### config.mk
export PLATFORM = sky130hd
export DESIGN_NAME = uart_tx
export DESIGN_NICKNAME = d
export VERILOG_FILES = /design/src/rtl/uart_tx.sv
export SDC_FILE = /design/constraint.sdc
export NUM_CORES = 1
export LEC_CHECK = 0
export BUFFER_PORTS_ARGS = -buffer_cell sky130_fd_sc_hd__buf_2
export CORE_MARGIN = 4
export CORE_UTILIZATION = 30
export CTS_CLUSTER_SIZE = 12
export DETAILED_ROUTE_END_ITERATION = 7
export PLACE_DENSITY_LB_ADDON = 0.08
export SLEW_MARGIN = 30
export SYNTH_ARGS = -nofsm -noshare
export SYNTH_HDL_FRONTEND = slang
export SYNTH_SLANG_ARGS = --single-unit
### constraint.sdc
create_clock -name clk -period 2.2 [get_ports clk]
set_input_delay 0.33 -clock clk [delete_from_list [all_inputs] [get_ports clk]]
set_output_delay 0.33 -clock clk [all_outputs]
set_load 0.005 [all_outputs]
### src/rtl/uart_tx.sv
// uart_tx: UART serial transmitter with a one-entry holding register.
// Frames are a start bit, LSB-first data, optional parity and stop bit(s).
// Ports: clk, reset (sync, active-high), data_in/valid_in/ready handshake,
// tx_out serial line (idle high), busy (frame in progress), done (last stop clk).
module uart_tx #(
  parameter int CLKS_PER_BIT = 868,
  parameter int DATA_WIDTH   = 8,
  parameter int PARITY_EN    = 0,
  parameter int PARITY_ODD   = 0,
  parameter int STOP_BITS    = 1
) (
  input  logic                  clk,
  input  logic                  reset,
  input  logic [DATA_WIDTH-1:0] data_in,
  input  logic                  valid_in,
  output logic                  ready,
  output logic                  tx_out,
  output logic                  busy,
  output logic                  done
);

  localparam int CW = (CLKS_PER_BIT > 2) ? $clog2(CLKS_PER_BIT) : 1;
  localparam int BW = $clog2(DATA_WIDTH + 1);

  localparam logic [CW-1:0] BAUD_LAST = CW'(CLKS_PER_BIT - 1);
  localparam logic [BW-1:0] DATA_LAST = BW'(DATA_WIDTH - 1);
  localparam logic [BW-1:0] STOP_LAST = BW'(STOP_BITS - 1);

  if (CLKS_PER_BIT < 2 ||
      (STOP_BITS != 1 && STOP_BITS != 2) ||
      DATA_WIDTH < 5 || DATA_WIDTH > 9) begin : g_bad_param
    $error("uart_tx: illegal parameter value");
  end

  typedef enum logic [2:0] {
    IDLE,
    START,
    DATA,
    PARITY,
    STOP
  } state_t;

  state_t                state;
  state_t                state_n;
  logic [CW-1:0]         baud;
  logic [CW-1:0]         baud_n;
  logic [BW-1:0]         bits;
  logic [BW-1:0]         bits_n;
  logic [DATA_WIDTH-1:0] shreg;
  logic [DATA_WIDTH-1:0] shreg_n;
  logic                  par;
  logic                  par_n;
  logic [DATA_WIDTH-1:0] hold;
  logic [DATA_WIDTH-1:0] hold_n;
  logic                  hold_full;
  logic                  hold_full_n;
  logic                  tx_n;
  logic                  load;
  logic [DATA_WIDTH-1:0] load_val;
  logic                  accept;
  logic                  baud_end;
  logic                  stop_end;

  assign ready    = ~hold_full & ~reset;
  assign accept   = valid_in & ready;
  assign busy     = (state != IDLE);
  assign baud_end = (baud == BAUD_LAST);
  assign stop_end = (state == STOP) & baud_end &
                    (bits == STOP_LAST);
  // Reset wins over a coincident final stop cycle.
  assign done     = stop_end & ~reset;

  always_comb begin
    state_n     = state;
    baud_n      = baud_end ? '0 : baud + CW'(1);
    bits_n      = bits;
    shreg_n     = shreg;
    par_n       = par;
    hold_n      = hold;
    hold_full_n = hold_full;
    tx_n        = tx_out;
    load        = 1'b0;
    load_val    = data_in;
    unique case (state)
      IDLE: begin
        baud_n = '0;
        if (accept) load = 1'b1;
      end
      START: begin
        if (baud_end) begin
          state_n = DATA;
          bits_n  = '0;
          tx_n    = shreg[0];
        end
      end
      DATA: begin
        if (baud_end) begin
          if (bits == DATA_LAST) begin
            bits_n = '0;
            if (PARITY_EN != 0) begin
              state_n = PARITY;
              tx_n    = par;
            end else begin
              state_n = STOP;
              tx_n    = 1'b1;
            end
          end else begin
            bits_n  = bits + BW'(1);
            shreg_n = shreg >> 1;
            tx_n    = shreg[1];
          end
        end
      end
      PARITY: begin
        if (baud_end) begin
          state_n = STOP;
          bits_n  = '0;
          tx_n    = 1'b1;
        end
      end
      STOP: begin
        if (baud_end) begin
          if (bits == STOP_LAST) begin
            // Chain straight into the next start bit when a
            // byte is waiting, so frames abut with no gap.
            if (hold_full) begin
              load        = 1'b1;
              load_val    = hold;
              hold_full_n = 1'b0;
            end else if (accept) begin
              load = 1'b1;
            end else begin
              state_n = IDLE;
              tx_n    = 1'b1;
            end
          end else begin
            bits_n = bits + BW'(1);
          end
        end
      end
      default: begin
        state_n = IDLE;
        tx_n    = 1'b1;
      end
    endcase
    if (load) begin
      state_n = START;
      baud_n  = '0;
      bits_n  = '0;
      shreg_n = load_val;
      par_n   = (^load_val) ^ (PARITY_ODD != 0);
      tx_n    = 1'b0;
    end else if (accept) begin
      hold_n      = data_in;
      hold_full_n = 1'b1;
    end
  end

  always_ff @(posedge clk) begin
    if (reset) begin
      state     <= IDLE;
      baud      <= '0;
      bits      <= '0;
      shreg     <= '0;
      par       <= 1'b0;
      hold      <= '0;
      hold_full <= 1'b0;
      tx_out    <= 1'b1;
    end else begin
      state     <= state_n;
      baud      <= baud_n;
      bits      <= bits_n;
      shreg     <= shreg_n;
      par       <= par_n;
      hold      <= hold_n;
      hold_full <= hold_full_n;
      tx_out    <= tx_n;
    end
  end

endmodule

==> results of run 1 <==
## path summary, 6_finish.rpt
path,start,endpoint,cells after the start
setup reg to reg,bits[0]$_SDFFE_PP0P_,shreg[4]$_SDFFE_PP0P_,6
hold / removal,data_in[6],hold[6]$_SDFFE_PP0P_,3
hold reg to reg,hold[7]$_SDFFE_PP0P_,hold[7]$_SDFFE_PP0P_,2
setup / recovery,bits[0]$_SDFFE_PP0P_,shreg[4]$_SDFFE_PP0P_,6
## worst max-delay path, delay by kind of cell (launching register included)
family | cells | cell delay, ps
adder cells (fa/ha/maj) | 1 | 230
flip-flops | 1 | 350
AND/OR/NAND/NOR | 4 | 1160
AO/OA/AOI/OAI | 1 | 120
## where the power goes
| part | switching, mW | internal, mW |
|---|---|---|
| clock | 0.230 | 0.286 |
| combinational | 0.0762 | 0.0574 |
| sequential | 0.0167 | 0.658 |
| total | 0.323 | 1.00 |
## cell type report
type                    count  share of cell area [%]
repair buffers             24                   7.730
flip-flops and latches     35                   34.36
clock buffers               8                   4.908
inverters                   4                  0.7362
well taps                  72                   4.417
multi-input cells         152                   47.85
## cell usage in the layout (no fill, tap or decap), drive strengths merged
cell / netlist / routed
or3b: 2 / 2
o31ai: 2 / 2
nor2: 17 / 17
nor3: 3 / 3
and2: 1 / 1
mux2i: 9 / 9
o21ai: 3 / 3
o221ai: 6 / 6
xnor2: 5 / 5
or2: 2 / 2
and2b: 1 / 1
or3: 3 / 3
inv: 4 / 4
nand3: 15 / 15
a21oi: 18 / 18
a31oi: 1 / 1
a211oi: 1 / 1
clkbuf: 2 / 8
or4b: 1 / 1
ha: 3 / 3
nand2: 27 / 27
and3: 2 / 2
nand4: 8 / 8
nor2b: 3 / 3
a2bb2oi: 1 / 1
dfxtp: 35 / 35
o311ai: 1 / 1
a311oi: 1 / 1
o22ai: 2 / 2
xor2: 3 / 3
nand2b: 1 / 1
and3b: 2 / 2
o21a: 1 / 1
buf: 5 / 24
or4: 1 / 1
nand3b: 1 / 1
and4b: 1 / 1
o31a: 1 / 1
nor3b: 3 / 3
## per-layer routing
metal,global-route usage (%),vias to the layer above
li1,-,762
met5,0,-
met4,4.386,0
met1,15.53,714
met3,3.060,5
met2,19.09,15
## kinds of logic (layout without fill, tap and decap cells)
group | after synthesis | in the layout | share of synthesized area (%)
simple gates | 94 | 94 | 29.38
xor+xnor | 8 | 8 | 4.073
mux | 9 | 9 | 5.237
flops | 35 | 35 | 40.73
buf+inv | 11 | 36 | 2.618
compound gates | 38 | 38 | 15.78
fa+ha+maj | 3 | 3 | 2.182
## timing repair
item,in CTS,in global routing
buffers inserted,0,1
setup endpoints to repair,0,9
resized for setup,0,1
## through the flow
| stage | worst slack, ps | std cells | utilization, % | hold slack [ps] | cell area (um^2) |
|---|---|---|---|---|---|
| 2_1_floorplan | 311.8 | 198 | - | 399.1 | 1720 |
| 3_3_place_gp | 205.3 | 286 | 34.62 | 446.7 | 1918 |
| 3_5_place_dp | 154.8 | 286 | 34.62 | 446.8 | 1918 |
| 4_1_cts | 95.65 | 294 | 36.43 | 295.3 | 2018 |
| 5_1_grt | 25.30 | 295 | 36.81 | 318.8 | 2039 |
| 6_report | 180.7 | 295 | 36.81 | 307.1 | 2039 |
## sequential cells by signal, indices dropped and copies added (netlist names)
register,count
hold_full,1
state,3
baud,10
shreg,8
bits,4
hold,8
tx_out,1
==> impl_metrics.py, run 1 <==
metrics = {
    "outcome": {
        "status": "completed",
    },
    "global_routing": {
        "grt_use_total_pct": 11.97,
        "grt_pass1_vias": 1431,
        "grt_overflow_total": 0,
        "grt_first_pass_wirelength_um": 6782,
        "grt_max_degree": 16,
        "grt_antenna_before_repair": 0,
    },
    "route": {
        "first_pass_iters": 4,
        "dr_wl_met3_um": 129,
        "drc": 0,
        "wl_um": 4075,
        "avgViaCountPerCell": 5.071,
        "vias": 1496,
        "met2_length_um": 1924,
        "highest_layer": "met4",
        "wl_met1_um": 1970,
        "antenna_left": 0,
        "drtIter0Drc": 52,
        "wire_per_inst_um": 13.81,
    },
    "synth": {
        "synth_area_leaders": "dfxtp_1 41%, nand2_1 5.9%, mux2i_1 5.2%",
        "syn-mean-instance-area_um2": 8.689,
        "synth.most_common_cell": "dfxtp_1",
        "synth_nets": 212,
        "yosysSeqAreaShare_pct": 40.73,
        "yosysWarnings": 0,
        "synth-main-ff-cell": "dfxtp_1",
        "synth_top_area_cell": "dfxtp_1",
        "synth_cell_types": 49,
        "yosys-top-cells-count": "35 x dfxtp_1, 27 x nand2_1, 17 x a21oi_1",
        "syn_inst": 198,
        "yosysTopAreaCellShare_pct": 40.73,
        "syn_area_um2": 1720,
        "async_flop_share_pct": 0,
        "synth_edf_count": 0,
        "ys_ff_latch": 35,
    },
    "min_path": {
        "hold_path_class": "in2reg",
    },
    "sta": {
        "rsz0062_at_grt": "no",
        "max_freq_mhz": 495.2,
        "skew_ps": 3.700,
        "finalSetupViolCount": 0,
        "finalHoldViolations": 0,
        "final_max_slew_viol_count": 0,
        "setup_tns_ps": 0,
        "fin_crit_ps": 2019,
        "min_period_over_period_pct": 91.79,
        "relSlewSlack_pct": 66.83,
        "tightest_slew_ps": 497.6,
    },
    "placed_design": {
        "portBuffers": 14,
        "dp_hpwl_um": 3035,
        "gp_congestion": 0.8075,
    },
    "die": {
        "coreArea_um2": 5540,
        "die_height_um": 83.73,
        "dieArea_um2": 7010,
        "chipWidth_um": 83.73,
        "fp-row-count": 27,
        "initial_core_util_pct": 31.05,
        "io_pins": 15,
    },
    "cells_and_area": {
        "seq_area_um2": 700.7,
        "nNetsFinal": 236,
        "multi_input_area_um2": 975.9,
        "area_growth_pct": 18.55,
        "fill_cells": 596,
        "antenna_cells": 0,
        "drive_above_1_share_pct": 19.28,
    },
    "clock_network": {
        "cts_tree": "done",
        "clk_latency_ps": 290,
        "clockBufferDepth": 2,
        "numCtsBuffers": 5,
        "cts_sinks": 35,
        "cts.root.buffer_cell": "clkbuf_8",
        "htreeDepth": 2,
        "ctsHoldBuffers": 0,
        "clkSlewWorstSetupHoldPaths_ps": 70,
    },
    "worst_setup_path": {
        "crit_chain": "ha_1 > and3b_1 > or3_1 > or2_1 > nand4_1 > o221ai_1",
        "arrival_ps": 2170,
        "crit_fanout": 14,
        "crit_slowest_cell": "or3_1",
        "slowest_delay_ps": 400,
        "r2r_slack_ps": 180,
        "path_class": "reg2reg",
        "cp_data_required_time_ps": 2350,
        "crit_path_start_kind": "flip-flop",
        "end_kind": "flip-flop",
    },
    "power": {
        "leakagePower_nw": 0.7917,
        "ir_drop_mv": 0.2796,
        "powerDensity_nw_per_um2": 649.2,
        "total_power_mw": 1.324,
    },
    "job": {
        "drv_cap": 0,
    },
}
(Power assumes the default switching activity.)
==> inputs of run 2 (changes only) <==
--- a/config.mk
+++ b/config.mk
@@ -10,8 +10,7 @@
 export CORE_UTILIZATION = 30
 export CTS_CLUSTER_SIZE = 12
 export DETAILED_ROUTE_END_ITERATION = 7
-export PLACE_DENSITY_LB_ADDON = 0.08
-export SLEW_MARGIN = 30
+export PLACE_DENSITY = 0.57
 export SYNTH_ARGS = -nofsm -noshare
 export SYNTH_HDL_FRONTEND = slang
 export SYNTH_SLANG_ARGS = --single-unit
==> run 2 against run 1 <==
Compared with the run above: sequential power is essentially flat; total power decreased by 5.4%; clock skew rose by 6.9 ps; critical path depth up 1; core utilization shrank 0.32 points; sequential share of layout area increased by 0.36 points; routed wire length shrank 4.3%; global-route usage hardly changed; largest power group unchanged.
==> impl_metrics.py, run 2 (synthesis gave the netlist of run 1 again) <==
metrics = {
    "outcome": {
        "status": "completed",
    },
    "route": {
        "wl_um": 3899,
        "antenna_left": 0,
        "first_pass_iters": 4,
        "drc": 0,
        "avgViaCountPerCell": 5.044,
        "wire_per_inst_um": 13.22,
        "vias": 1488,
        "drtIter0Drc": 78,
    },
    "worst_setup_path": {
        "ff2ff_path_depth": 7,
        "crit_path_start_kind": "flip-flop",
        "path_class": "reg2out",
        "end_kind": "output pin",
        "cp_data_required_time_ps": 1870,
        "arrival_ps": 1720,
        "crit_fanout": 6,
    },
    "clock_network": {
        "post_cts_buffers": 0,
        "clkSlewWorstSetupHoldPaths_ps": 70,
        "htreeDepth": 2,
        "clockBufferDepth": 2,
        "numCtsBuffers": 5,
        "cts.root.buffer_cell": "clkbuf_8",
        "clk_latency_ps": 290,
        "cts_sinks": 35,
        "cts_tree": "done",
    },
    "power": {
        "leakagePower_nw": 0.7749,
        "total_power_mw": 1.253,
        "powerDensity_nw_per_um2": 619.7,
        "ir_drop_mv": 0.4956,
    },
    "cells_and_area": {
        "largest_register_ffs": 10,
        "antenna_cells": 0,
        "fin_cells": 295,
        "mostFrequentLayoutCell": "dfxtp_1",
        "drive_above_1_share_pct": 19.73,
        "utilization_pct": 36.50,
        "reg.largest.list": "baud x10, hold x8, shreg x8",
        "area_growth_pct": 17.53,
        "regMostFlops": "baud",
        "nNetsFinal": 236,
        "most-common-layout-cells": "34 x dfxtp_1, 27 x nand2_1, 17 x a21oi_1",
        "final_area_um2": 2022,
    },
    "die": {
        "die_height_um": 83.73,
        "chipWidth_um": 83.73,
        "coreArea_um2": 5540,
        "initial_core_util_pct": 31.05,
        "fp-row-count": 27,
        "dieArea_um2": 7010,
        "io_pins": 15,
    },
    "global_routing": {
        "grt_overflow_total": 0,
        "grt_antenna_before_repair": 0,
        "grt_max_degree": 17,
        "grt_use_total_pct": 11.95,
        "grt_pass1_vias": 1454,
        "grt_first_pass_wirelength_um": 6906,
    },
    "placed_design": {
        "dpl-instance-area_um2": 1926,
        "portBuffers": 14,
        "gp_congestion": 0.7834,
        "place_ws_ps": 126.4,
        "numPlacedInstances": 287,
        "dp_hpwl_um": 2876,
    },
    "sta": {
        "fin_ws_ps": 149.6,
        "finalHoldViolations": 0,
        "whs_ps": 304.7,
        "fin_crit_ps": 2050,
        "final_max_slew_viol_count": 0,
        "max_freq_mhz": 487.7,
        "rsz0062_at_grt": "no",
        "skew_ps": 10.57,
        "min_period_over_period_pct": 93.20,
        "tightest_slew_ps": 462.0,
        "finalSetupViolCount": 0,
        "relSlewSlack_pct": 69.13,
        "setup_tns_ps": 0,
    },
    "job": {
        "drv_cap": 0,
    },
    "min_path": {
        "hold_depth": 3,
        "hold_path_class": "in2reg",
    },
}
==> run 2: worst max-delay path, cell delays in order (launching register included) <==
cell and delay, ps:
dfxtp_1 380, ha_4 160, and4b_1 230, and3b_2 230, buf_4 150, nand2_1 80
nor2_1 80, buf_2 110
==> run 2: cell type report <==
| type | count | area, um^2 |
|---|---|---|
| Clock inverter | 1 | 5.005 |
| Fill cell | 589 | 3518 |
| Timing Repair Buffer | 24 | 145.1 |
| Sequential cell | 35 | 701.9 |
| Inverter | 4 | 15.01 |
| Clock buffer | 7 | 76.32 |
| Tap cell | 72 | 90.09 |
| Multi-Input combinational cell | 152 | 988.4 |
==> run 2: timing repair <==
action                                  4_1_cts  5_1_grt
hold buffers                                  0        0
endpoints found under the setup margin        0        9
resized for setup                             0        4
==> run 2: power by group <==
group | leakage [nW] | total [mW] | switching [mW] | internal [mW]
Clock | 0.0422 | 0.451 | 0.229 | 0.222
Combinational | 0.448 | 0.128 | 0.0740 | 0.0536
Sequential | 0.285 | 0.674 | 0.0166 | 0.658
==> run 2: final timing paths <==
kind | startpoint | endpoint | slack (ps)
min | data_in[1] | hold[1]$_SDFFE_PP0P_ | 300
min reg2reg | hold[1]$_SDFFE_PP0P_ | hold[1]$_SDFFE_PP0P_ | 460
max | baud[1]$_SDFF_PP0_ | done | 150
max reg2reg | baud[1]$_SDFF_PP0_ | hold[7]$_SDFFE_PP0P_ | 210
==> run 2: per-layer routing <==
layer,routed length [um],global-route usage [%]
met1,2015,16.59
met2,1745,18.29
met3,123,3.356
met4,14,2.778
met5,0,0
